File: src/rtl/memory_bus_arbiter.sv
// Two-port (instruction fetch / data) arbiter for the single core memory bus, with a response watchdog.
// Optional ARBITER_ROUND_ROBIN_EN alternates tie winners; the default build gives the data port fixed priority.
module memory_bus_arbiter #(
    parameter int                   BUS_WIDTH      = 32,
    parameter int                   TIMEOUT_CYCLES = 1024,
    parameter logic [BUS_WIDTH-1:0] ERROR_DATA     = BUS_WIDTH'(32'hDEADBEEF)
) (
    input  logic                 clk,
    input  logic                 reset,
    input  logic                 i_read,
    input  logic [BUS_WIDTH-1:0] i_address,
    output logic [BUS_WIDTH-1:0] i_read_data,
    output logic                 i_response,
    input  logic                 d_read,
    input  logic                 d_write,
    input  logic [BUS_WIDTH-1:0] d_address,
    input  logic [BUS_WIDTH-1:0] d_write_data,
    output logic [BUS_WIDTH-1:0] d_read_data,
    output logic                 d_response,
    output logic                 mem_read,
    output logic                 mem_write,
    output logic [BUS_WIDTH-1:0] mem_address,
    output logic [BUS_WIDTH-1:0] mem_write_data,
    input  logic [BUS_WIDTH-1:0] mem_read_data,
    input  logic                 mem_response,
    output logic [1:0]           grant,
    output logic                 timeout_flag
);

    typedef enum logic [1:0] {
        IDLE = 2'd0,
        BUSY = 2'd1,
        RESP = 2'd2
    } state_t;

    localparam int WD_W = (TIMEOUT_CYCLES > 1) ? $clog2(TIMEOUT_CYCLES) : 1;
    localparam logic [WD_W-1:0] WD_LAST = WD_W'((TIMEOUT_CYCLES > 0) ? TIMEOUT_CYCLES - 1 : 0);

    // Handshake: requests are levels held from the IDLE sample until the owner's one-cycle
    // *_response pulse; mem_response is only honoured while BUSY with a strobe raised.
    state_t          state;
    logic [WD_W-1:0] wd_cnt;
    logic            req_i;
    logic            req_d;
    logic            pick_d;
    logic            wd_expired;
    logic            finish;
    logic [BUS_WIDTH-1:0] resp_data;

    assign req_i = i_read;
    assign req_d = d_read | d_write;

`ifdef ARBITER_ROUND_ROBIN_EN
    logic rr_data_next;  // 1: data port wins the next tie
    assign pick_d = req_d && (!req_i || rr_data_next);
`else
    assign pick_d = req_d;
`endif

    assign wd_expired = (TIMEOUT_CYCLES != 0) && (wd_cnt == WD_LAST);
    assign finish     = mem_response || wd_expired;
    // A real response in the watchdog's final cycle takes precedence over the abort.
    assign resp_data  = mem_response ? mem_read_data : ERROR_DATA;

    always_ff @(posedge clk) begin
        if (!reset) begin
            state          <= IDLE;
            wd_cnt         <= '0;
            grant          <= 2'b00;
            mem_read       <= 1'b0;
            mem_write      <= 1'b0;
            mem_address    <= '0;
            mem_write_data <= '0;
            i_response     <= 1'b0;
            i_read_data    <= '0;
            d_response     <= 1'b0;
            d_read_data    <= '0;
            timeout_flag   <= 1'b0;
`ifdef ARBITER_ROUND_ROBIN_EN
            rr_data_next   <= 1'b1;
`endif
        end else begin
            i_response  <= 1'b0;
            i_read_data <= '0;
            d_response  <= 1'b0;
            d_read_data <= '0;
            case (state)
                IDLE: begin
                    if (req_i || req_d) begin
                        state          <= BUSY;
                        wd_cnt         <= '0;
                        grant          <= pick_d ? 2'b10 : 2'b01;
                        mem_write      <= pick_d && d_write;
                        mem_read       <= !(pick_d && d_write);
                        mem_address    <= pick_d ? d_address : i_address;
                        mem_write_data <= pick_d ? d_write_data : '0;
`ifdef ARBITER_ROUND_ROBIN_EN
                        rr_data_next   <= !pick_d;
`endif
                    end
                end
                BUSY: begin
                    if (finish) begin
                        state     <= RESP;
                        wd_cnt    <= '0;
                        mem_read  <= 1'b0;
                        mem_write <= 1'b0;
                        if (!mem_response) begin
                            timeout_flag <= 1'b1;
                        end
                        if (grant[1]) begin
                            d_response  <= 1'b1;
                            d_read_data <= resp_data;
                        end else begin
                            i_response  <= 1'b1;
                            i_read_data <= resp_data;
                        end
                    end else begin
                        wd_cnt <= wd_cnt + 1'b1;
                    end
                end
                RESP: begin
                    state <= IDLE;
                    grant <= 2'b00;
                end
                default: begin
                    state <= IDLE;
                    grant <= 2'b00;
                end
            endcase
        end
    end

endmodule

File: config.mk
export PLATFORM = sky130hd
export DESIGN_NAME = memory_bus_arbiter
export DESIGN_NICKNAME = d
export VERILOG_FILES = /design/src/rtl/memory_bus_arbiter.sv
export SDC_FILE = /design/constraint.sdc
export NUM_CORES = 1
export LEC_CHECK = 0
export BUFFER_PORTS_ARGS = -buffer_cell sky130_fd_sc_hd__buf_2
export CELL_PAD_IN_SITES_DETAIL_PLACEMENT = 0
export CELL_PAD_IN_SITES_GLOBAL_PLACEMENT = 2
export CORE_MARGIN = 2
export CORE_UTILIZATION = 27
export CTS_BUF_LIST = sky130_fd_sc_hd__clkbuf_4
export CTS_CLUSTER_DIAMETER = 60
export CTS_CLUSTER_SIZE = 16
export DETAILED_ROUTE_END_ITERATION = 8
export PLACE_DENSITY_LB_ADDON = 0.1
export SLEW_MARGIN = 20
export SYNTH_ARGS = -nofsm -noshare
export SYNTH_HDL_FRONTEND = slang
export SYNTH_SLANG_ARGS = --single-unit
File: constraint.sdc
create_clock -name clk -period 3.3 [get_ports clk]
set_input_delay 0.66 -clock clk [delete_from_list [all_inputs] [get_ports clk]]
set_output_delay 0.66 -clock clk [all_outputs]
set_load 0.005 [all_outputs]
# After elaboration in Yosys (flattened, before gate mapping)
# Cells that the tools add are included.
# Widths: inputs -> output; s select.
# classes
add_sub_neg	1
n_eq_ne	4
n_mux	19
bitwise	5
n_reduce_logical	15
# op_table
op	count
$mux 32	3
$mux 10	2
$pmux 10 s2	1
$add 10x1->10 const B	1
$eq 10x10->1 const B	1
$reduce_and 3->1	3
$mux 2	4
$pmux 2 s2	2
$reduce_and 2->1	4
$mux 1	5
$ne 2x2->1 const B	2
$not 1->1	4
$pmux 1 s2	2
$reduce_and 4->1	1
$reduce_or 4->1	1
$eq 2x1->1 const B	1
$logic_not 2->1	1
$logic_or 1x1->1	2
$reduce_bool 2->1	1
$logic_and 1x1->1	1
$logic_not 1->1	1
$or 1x1->1	1
# totals
regBits	147
in_bits	134
out_inout_bits	135

# Depth between registers and ports, before layout
# Gate-level depths: netlist of run 1.
# logic_depth
depth_word	5
depth_mapped	7

# Least setup slack after synthesis of run 1
# OpenSTA, ideal clock, no wires.
# synth_timing
path_kind	input to register
startpoint	input port d_write
endpoint	register wd_cnt[6]
setup_ns	0.117
arrival_time_ns	1.588
required_time_ns	3.183
slack_ns	1.594
cell_stages	5
path_cell_list	buf_2 > nor3_4 > a21oi_1 > o21ai_0 > a32o_1
# synth_via
elab_chain_cells	4
# synth_lines
item	line	text
start, declared	15	input logic d_write,
$or 1x1->1	51	assign req_d = d_read | d_write;
$logic_or 1x1->1	89	if (req_i || req_d) begin
$ne 2x2->1 (no line)	-	
$reduce_and 2->1 (no line)	-	
end signal, assigned	119	wd_cnt <= wd_cnt + 1'b1;
end, declared	42	logic [WD_W-1:0] wd_cnt;
# No other way between the ends.
# A chain may end at the register's enable or synchronous reset.

# Worst setup path after layout of run 1
# layout_timing
startpoint	register wd_cnt[0]
endpoint	register i_read_data[11]
# layout_via
elab_chain_cells	4
# layout_lines
item	line	text
$eq 10x10->1	60	assign wd_expired = (TIMEOUT_CYCLES != 0) && (wd_cnt == WD_LAST);
$logic_or 1x1->1	61	assign finish = mem_response || wd_expired;
$not 1->1 (no line)	-	
$reduce_or 4->1 (no line)	-	
end signal, assigned	116	i_read_data <= resp_data;
end, declared	12	output logic [BUS_WIDTH-1:0] i_read_data,
# No other way between the ends.

==> flow_summary.toml, run 1 <==
[timing]
final.period_utilization_pct = 57.6
max_slew_margin_pct = 48.3
setup_slack_ps = 1400
setup_tns_ps = 0
finalSetupViolCount = 0
tightest_slew_ps = 769
max_freq_mhz = 526
drv_slew = 0
rsz0062_at_grt = "false"
period_needed_ps = 1900
finalClockSkew_ps = 21.0
hold_viol_final = 0

[place]
dp_slack_ps = 1150
port_buffers = 268
dp_hpwl_mm = 11.2
gp_congestion = 0.742

[die]
placementRows = 50
start_util_pct = 27.6
core-area_mm2 = 0.0187
fp.dieH_um = 142
die_w_um = 142
io_pins = 269
die-area_mm2 = 0.0202

[worst_setup_path]
path_class = "flip-flop to flip-flop"
worstPathRequired_ps = 3750
start_kind = "flip-flop"
arrival_ps = 2350
worstSetupEndpointType = "flip-flop"
worstPathMaxFanout = 25

[drt]
wirelength_mm = 15.8
routed.top_layer = "met4"
via_count = 4924
drt-vias-per-instance = 4.60
wl_per_cell_um = 14.8
drt.antenna.violating_nets = 0
initialDrtViolationCount = 217
first_pass_iters = 4
wl_met2_mm = 7.69
drc = 0
wl_met3_mm = 1.33
m1WireLength_mm = 6.48

[pwr]
p_total_mw = 3.57
p_leak_nw = 3.42
power_density_mw_per_mm2 = 512
peakVddDrop_uv = 237

[grt]
grt_pass1_wl_mm = 24.5
grt_max_degree = 41
grt_pass1_vias = 4908
grt.total_usage_pct = 15.4
overflow = 0
antenna_found_initial = 4

[synthesis]
syn_area_mm2 = 0.00516
syn-num-nets = 701
ys_top_cells_by_area = "dfxtp_1, nor2_1, a311oi_1"
yosys_most_used_dff = "dfxtp_1"
yosysTopAreaCell = "dfxtp_1"
synth_edf_count = 0
synth_async_sr_flop_share_pct = 0
yosysWarnings = 0
netlist.area_leader.share_pct = 57.1
synth.avg_cell_area_um2 = 9.11
synth-seq-cells = 147
ys_types = 46
ys_seq_area_share_pct = 57.1
syn_inst = 566

[cells_and_area]
drive_gt1_share_pct = 38.5
synthToLayoutAreaGrowth_pct = 35.4
fin_nets = 955

[clock_network]
clock_sinks = 147
cts_hold_repair.buffers = 0
h-tree-depth = 4
cts_buffers = 17
clkLatencyLatePin_ps = 530
path_clk_slew_ps = 160
cts_setup_buffers = 0
cts_root_buf = "clkbuf_4"
cts_tree = "built"
cts_resized = 0
cts_buffer_depth = 2

[run_status]
status = "completed"

[run]
maxCapViolations = 0

[min_path]
hp-class = "primary input to flip-flop"
## metal layers
layer / track usage (%) / up-vias
met3: 5.99 / 19
met5: 0 / -
li1: - / 2474
met1: 17.1 / 2251
met4: 6.37 / 0
met2: 26.4 / 180
## stage by stage
step | hold slack (ps) | utilization, % | std cells | area [µm²]
after floorplan | 464 | - | 566 | 5160
after global placement | 450 | 35.7 | 1035 | 6690
after detailed placement | 453 | 35.7 | 1035 | 6690
after CTS | 254 | 37.3 | 1067 | 6970
after global routing | 247 | 37.3 | 1071 | 6980
final | 328 | 37.3 | 1071 | 6980
## layout make-up
class                   instances  area [µm²]
well taps                     234         293
clock inverters                15         160
multi-input cells             371        2000
diodes                          4        10.0
repair buffers                278        1430
clock buffers                  17         128
inverters                       5        18.8
fillers                      1986       11700
flip-flops and latches        147        2940
## sequential cells by signal, indices dropped and copies added (netlist names), 2 cells and up
name,cells
state,2
wd_cnt,10
mem_address,32
grant,2
i_read_data,32
d_read_data,32
mem_write_data,32
## where the power goes
group	internal, mW	switching [mW]
clock network	0.352	0.779
logic	0.232	0.281
registers	1.88	0.0514
total	2.46	1.11
## cell usage after synthesis, types with 3 or more instances
| master | count |
|---|---|
| and2_1 | 17 |
| o21ai_0 | 35 |
| and4_1 | 3 |
| inv_1 | 3 |
| nor3_1 | 6 |
| a22oi_1 | 33 |
| nand3_1 | 6 |
| a21o_1 | 5 |
| nor2_1 | 152 |
| dfxtp_1 | 147 |
| buf_2 | 20 |
| nand2_1 | 39 |
| a311oi_1 | 32 |
| buf_4 | 3 |
| a21oi_1 | 6 |
| clkbuf_1 | 19 |
## logic make-up after synthesis
group                    after synthesis  synth area share, %
flip-flops                           147                 57.1
buffers and inverters                 48                 4.34
adder cells (fa/ha/maj)                1                0.243
AO/OA/AOI/OAI                        125                 17.4
XOR/XNOR                               1                0.170
AND/OR/NAND/NOR                      244                 20.8
## worst max-delay path, cell delays in order (launching register included)
cell     delay, ps
dfxtp_1        430
ha_1           260
and4_1         380
a31o_2         230
nand2_2        330
nor2_1         190
## placed cells by master, fill, tap and decap left out, types with 4 or more instances in the layout
master	n
buf_2	268
nor2_1	152
dfxtp_1	147
nand2_1	39
o21ai_0	35
a22oi_1	33
a311oi_1	32
and2_1	17
clkbuf_4	17
buf_4	9
nor3_1	6
a21oi_1	6
nand3_1	6
inv_6	6
a21o_1	5
diode_2	4
inv_8	4
## path summary, 6_finish.rpt
path | from | to | slack [ps] | depth (start not counted)
setup / recovery | wd_cnt[0]$_SDFFE_PN0P_ | i_read_data[11]$_SDFF_PP0_ | 1400 | 5
hold / removal | mem_read_data[3] | d_read_data[3]$_SDFF_PN0_ | 330 | 3
setup reg to reg | wd_cnt[0]$_SDFFE_PN0P_ | i_read_data[11]$_SDFF_PP0_ | 1400 | 5
hold reg to reg | timeout_flag$_SDFFE_PN0P_ | timeout_flag$_SDFFE_PN0P_ | 480 | 1
Note: power is estimated with default switching activity, not from simulation.
==> run 2, diff against run 1 <==
CORE_UTILIZATION = 25   (was 27)
clock period = 1.95 ns   (was 3.3 ns; I/O delays follow)
==> flow_summary.toml, run 2 (synthesized netlist as in run 1, its figures left out) <==
[cells_and_area]
regArea_mm2 = 0.00294
final_common_cell = "buf_2"
synthToLayoutAreaGrowth_pct = 40.9
finalNonFillerCells = 1127
drive_gt1_share_pct = 38.4
nFillCells = 2128
mostFrequentLayoutCells = "buf_2, nor2_1, dfxtp_1, nand2_1, o21ai_0"
fin_nets = 977
final_area_mm2 = 0.00726
multi_input_area_mm2 = 0.00200

[grt]
antenna_found_initial = 3
grt_max_degree = 39
overflow = 0
grt_pass1_vias = 4916
grt_pass1_wl_mm = 25.3
grt.total_usage_pct = 14.6

[run_status]
status = "completed"

[pwr]
power_density_mw_per_mm2 = 846
p_leak_nw = 3.53
peakVddDrop_uv = 333

[timing]
max_slew_margin_pct = 66.7
tightest_slew_ps = 499
final.period_utilization_pct = 86.4
max_freq_mhz = 594
holdWs_ps = 69.9
setup_slack_ps = 265
period_needed_ps = 1680
hold_viol_final = 0
setup_tns_ps = 0
drv_slew = 0
finalSetupViolCount = 0
finalClockSkew_ps = 20.4
rsz0062_at_grt = "false"

[worst_setup_path]
path_class = "flip-flop to flip-flop"
worstPathMaxFanout = 8
worstPathRequired_ps = 2360
worstSetupEndpointType = "flip-flop"
cpMaxStageDelayCell = "dfxtp_1"
arrival_ps = 2100
cp_slowest_stage_delay_ps = 430
path_cells = "ha_1, and4_1, a31oi_4, o311a_1"
start_kind = "flip-flop"

[clock_network]
h-tree-depth = 4
cts_tree = "built"
cts_setup_buffers = 0
cts_root_buf = "clkbuf_4"
cts_buffer_depth = 2
cts_buffers = 17
path_clk_slew_ps = 140
clkLatencyLatePin_ps = 530
clock_sinks = 147

[run]
maxCapViolations = 0

[die]
start_util_pct = 25.5
core-area_mm2 = 0.0202
placementRows = 52
die_w_um = 148
fp.dieH_um = 148
io_pins = 269
die-area_mm2 = 0.0218

[drt]
wl_per_cell_um = 14.3
via_count = 4967
first_pass_iters = 5
wirelength_mm = 16.1
drt-vias-per-instance = 4.41
drt.antenna.violating_nets = 0
initialDrtViolationCount = 189
drc = 0

[place]
gp_congestion = 0.735
port_buffers = 268
dp.cells = 1078
dp_slack_ps = 205
dp_hpwl_mm = 11.3
dpl-instance-area_mm2 = 0.00682

[min_path]
hp-class = "primary input to flip-flop"
## run 2: final timing paths
check | start | to | slack [ps] | cells past startpoint
worst min-delay path | mem_read_data[0] | d_read_data[0]$_SDFF_PN0_ | 70 | 3
worst max-delay path | wd_cnt[0]$_SDFFE_PN0P_ | mem_write$_SDFFE_PN0P_ | 270 | 4
worst max register to register | wd_cnt[0]$_SDFFE_PN0P_ | mem_write$_SDFFE_PN0P_ | 270 | 4
worst min register to register | timeout_flag$_SDFFE_PN0P_ | timeout_flag$_SDFFE_PN0P_ | 480 | 1
## run 2: through the flow
stage / util (%) / total power, mW
after detailed placement: 33.7 / 4.24
after CTS: 35.8 / 6.28
after floorplan: - / 3.79
after global placement: 33.7 / 4.22
final: 35.9 / 6.15
after global routing: 35.9 / 6.54
## run 2: area by class of cell
type                    count  share of cell area [%]
inverters                   5                   0.258
flip-flops and latches    147                    40.5
diodes                      2                  0.0689
repair buffers            300                    23.0
clock buffers              18                    1.86
well taps                 270                    4.65
clock inverters            14                    2.10
multi-input cells         371                    27.6
## run 2: metal layers
metal / track usage [%] / vias to the layer above / part of all wire [%]
met5: 0 / - / 0.068
met1: 17.1 / 2278 / 42
met3: 6.79 / 10 / 9.1
met4: 3.85 / 2 / 0.90
li1: - / 2510 / -
met2: 24.3 / 167 / 48
## run 2: worst max-delay path, delay by kind of cell (launching register included)
family	cells	cell delay (ps)
flip-flops	1	430
AO/OA/AOI/OAI	2	540
AND/OR/NAND/NOR	1	350
adder cells (fa/ha/maj)	1	250
## run 2: timing repair
item                      CTS  global route
hold buffers               14             1
hold endpoints to repair   21             1
gates resized for setup     0             0
## run 2: report_power, final
group | internal (mW) | switching [mW] | total, mW
logic | 0.427 | 0.493 | 0.920
registers | 3.18 | 0.0763 | 3.25
clock network | 0.793 | 1.18 | 1.97
==> run 3, diff against run 2 <==
ABC_AREA = 1   (was unset)
CORE_UTILIZATION = 24   (was 25)
==> flow_summary.toml, run 3 <==
[die]
core-area_mm2 = 0.0208
placementRows = 53
start_util_pct = 24.2
fp.dieH_um = 149
die-area_mm2 = 0.0222
die_w_um = 149
io_pins = 269

[timing]
tightest_slew_ps = 387
finalSetupViolCount = 0
finalClockSkew_ps = 26.7
setup_tns_ps = 0
max_freq_mhz = 585
hold_viol_final = 0
setup_slack_ps = 241
period_needed_ps = 1710
rsz0062_at_grt = "false"
final.period_utilization_pct = 87.7
drv_slew = 0
max_slew_margin_pct = 74.2

[synthesis]
ys_top_cells_by_area = "dfxtp_1, nand2_1, nor2_1"
synth_async_sr_flop_share_pct = 0
syn_area_mm2 = 0.00504
ys_seq_area_share_pct = 58.4
yosys_most_used_dff = "dfxtp_1"
yosysTopAreaCell = "dfxtp_1"
synth-seq-cells = 147
syn_inst = 623
yosysWarnings = 0
syn-num-nets = 758
synthTopCellsByCount = "nand2_1, dfxtp_1, nor2_1"
ys_types = 28
synth_edf_count = 0
yosysMostFrequentCell = "nand2_1"
synth.avg_cell_area_um2 = 8.09
netlist.area_leader.share_pct = 58.4

[cells_and_area]
drive_gt1_share_pct = 35.9
fin_nets = 1024
final_common_cell = "buf_2"
regArea_mm2 = 0.00294
synthToLayoutAreaGrowth_pct = 38.4
nFillCells = 2351
mostFrequentLayoutCells = "buf_2, nand2_1, dfxtp_1, nor2_1, a21oi_1"
multi_input_area_mm2 = 0.00184

[clock_network]
h-tree-depth = 4
cts_hold_repair.buffers = 1
cts_root_buf = "clkbuf_4"
cts_buffers = 17
cts_resized = 0
cts_buffer_depth = 2
clkLatencyLatePin_ps = 550
path_clk_slew_ps = 160
clock_sinks = 147
cts_setup_buffers = 0
cts_tree = "built"

[pwr]
p_leak_nw = 3.55
power_density_mw_per_mm2 = 854
peakVddDrop_uv = 325

[worst_setup_path]
worstSetupEndpointType = "flip-flop"
worstPathRequired_ps = 2380
worst-path-buf-inv = 1
path_class = "flip-flop to flip-flop"
cpMaxStageDelayCell = "dfxtp_1"
cp_slowest_stage_delay_ps = 420
worstPathMaxFanout = 5
start_kind = "flip-flop"
arrival_ps = 2140
crit_family = "simple AND/OR/NAND/NOR gates"
cpMostUsedCell = "nand2_1"
path_cells = "ha_1, inv_1, nor2_1, nand4_2, nand2_1, nand2_1, nand2_1, nor2_1"

[min_path]
hp-class = "primary input to flip-flop"

[drt]
initialDrtViolationCount = 224
drt.antenna.violating_nets = 0
via_count = 4990
first_pass_iters = 4
drc = 0
wl_per_cell_um = 14.1
drt-vias-per-instance = 4.23
wirelength_mm = 16.6

[run_status]
status = "completed"

[place]
dp_slack_ps = 287
gp_congestion = 0.782
dp_hpwl_mm = 12.3
port_buffers = 268

[grt]
grt_max_degree = 66
overflow = 0
grt_pass1_vias = 4791
grt.total_usage_pct = 14.8
antenna_found_initial = 4
grt_pass1_wl_mm = 25.3

[run]
maxCapViolations = 0
[run 3: stage by stage]
stage                     area (µm²)  power, mW  instances  utilization (%)  hold WS [ps]
after floorplan                 5040       3.75        623                -           456
after global placement          6670       4.20       1143             32.1           446
after detailed placement        6670       4.20       1143             32.1           452
after CTS                       6960       6.10       1176             33.4          1.43
after global routing            6970       6.34       1179             33.5         0.850
final                           6970       5.96       1179             33.5          69.0
[run 3: where the power goes]
group / switching [mW] / total (mW) / internal (mW) / leakage (nW)
Combinational: 0.496 / 0.864 / 0.368 / 2.20
Sequential: 0.0819 / 3.26 / 3.18 / 1.20
Clock: 1.25 / 1.83 / 0.584 / 0.148
Total: 1.83 / 5.96 / 4.13 / 3.55
[run 3: cell families after synthesis]
family / Yosys count / synth area share (%)
compound gates: 114 / 12.3
xor+xnor: 2 / 0.348
fa+ha+maj: 1 / 0.248
buf+inv: 62 / 5.14
flops: 147 / 58.4
simple gates: 297 / 23.6
[run 3: worst paths after layout]
kind	startpoint	cells after the start	slack [ps]	to
setup / recovery	wd_cnt[0]$_SDFFE_PN0P_	8	240	wd_cnt[9]$_SDFFE_PN0P_
hold / removal	mem_read_data[23]	3	70	d_read_data[23]$_SDFF_PN0_
setup reg to reg	wd_cnt[0]$_SDFFE_PN0P_	8	240	wd_cnt[9]$_SDFFE_PN0P_
hold reg to reg	mem_write_data[15]$_SDFFE_PN0P_	2	470	mem_write_data[15]$_SDFFE_PN0P_
[run 3: area by class of cell]
type / count / share of cell area [%]
clock inverter: 14 / 1.99
antenna: 2 / 0.0718
clock buffer: 18 / 1.94
tap: 275 / 4.93
sequential: 147 / 42.2
timing repair buffer: 283 / 21.1
inverter: 26 / 1.40
multi-input combinational: 414 / 26.4
[run 3: worst min-delay path: stages]
cell and delay (ps):
buf_2 80, nor2_1 40, nor2_1 80
[run 3: metal layers]
metal  vias up  global-route usage (%)  wire [µm]
li1       2540                       -          -
met1      2262                    17.3       6970
met2       159                    24.3       7980
met3        23                    6.24       1350
met4         6                    5.05        269
met5         -                       0         41
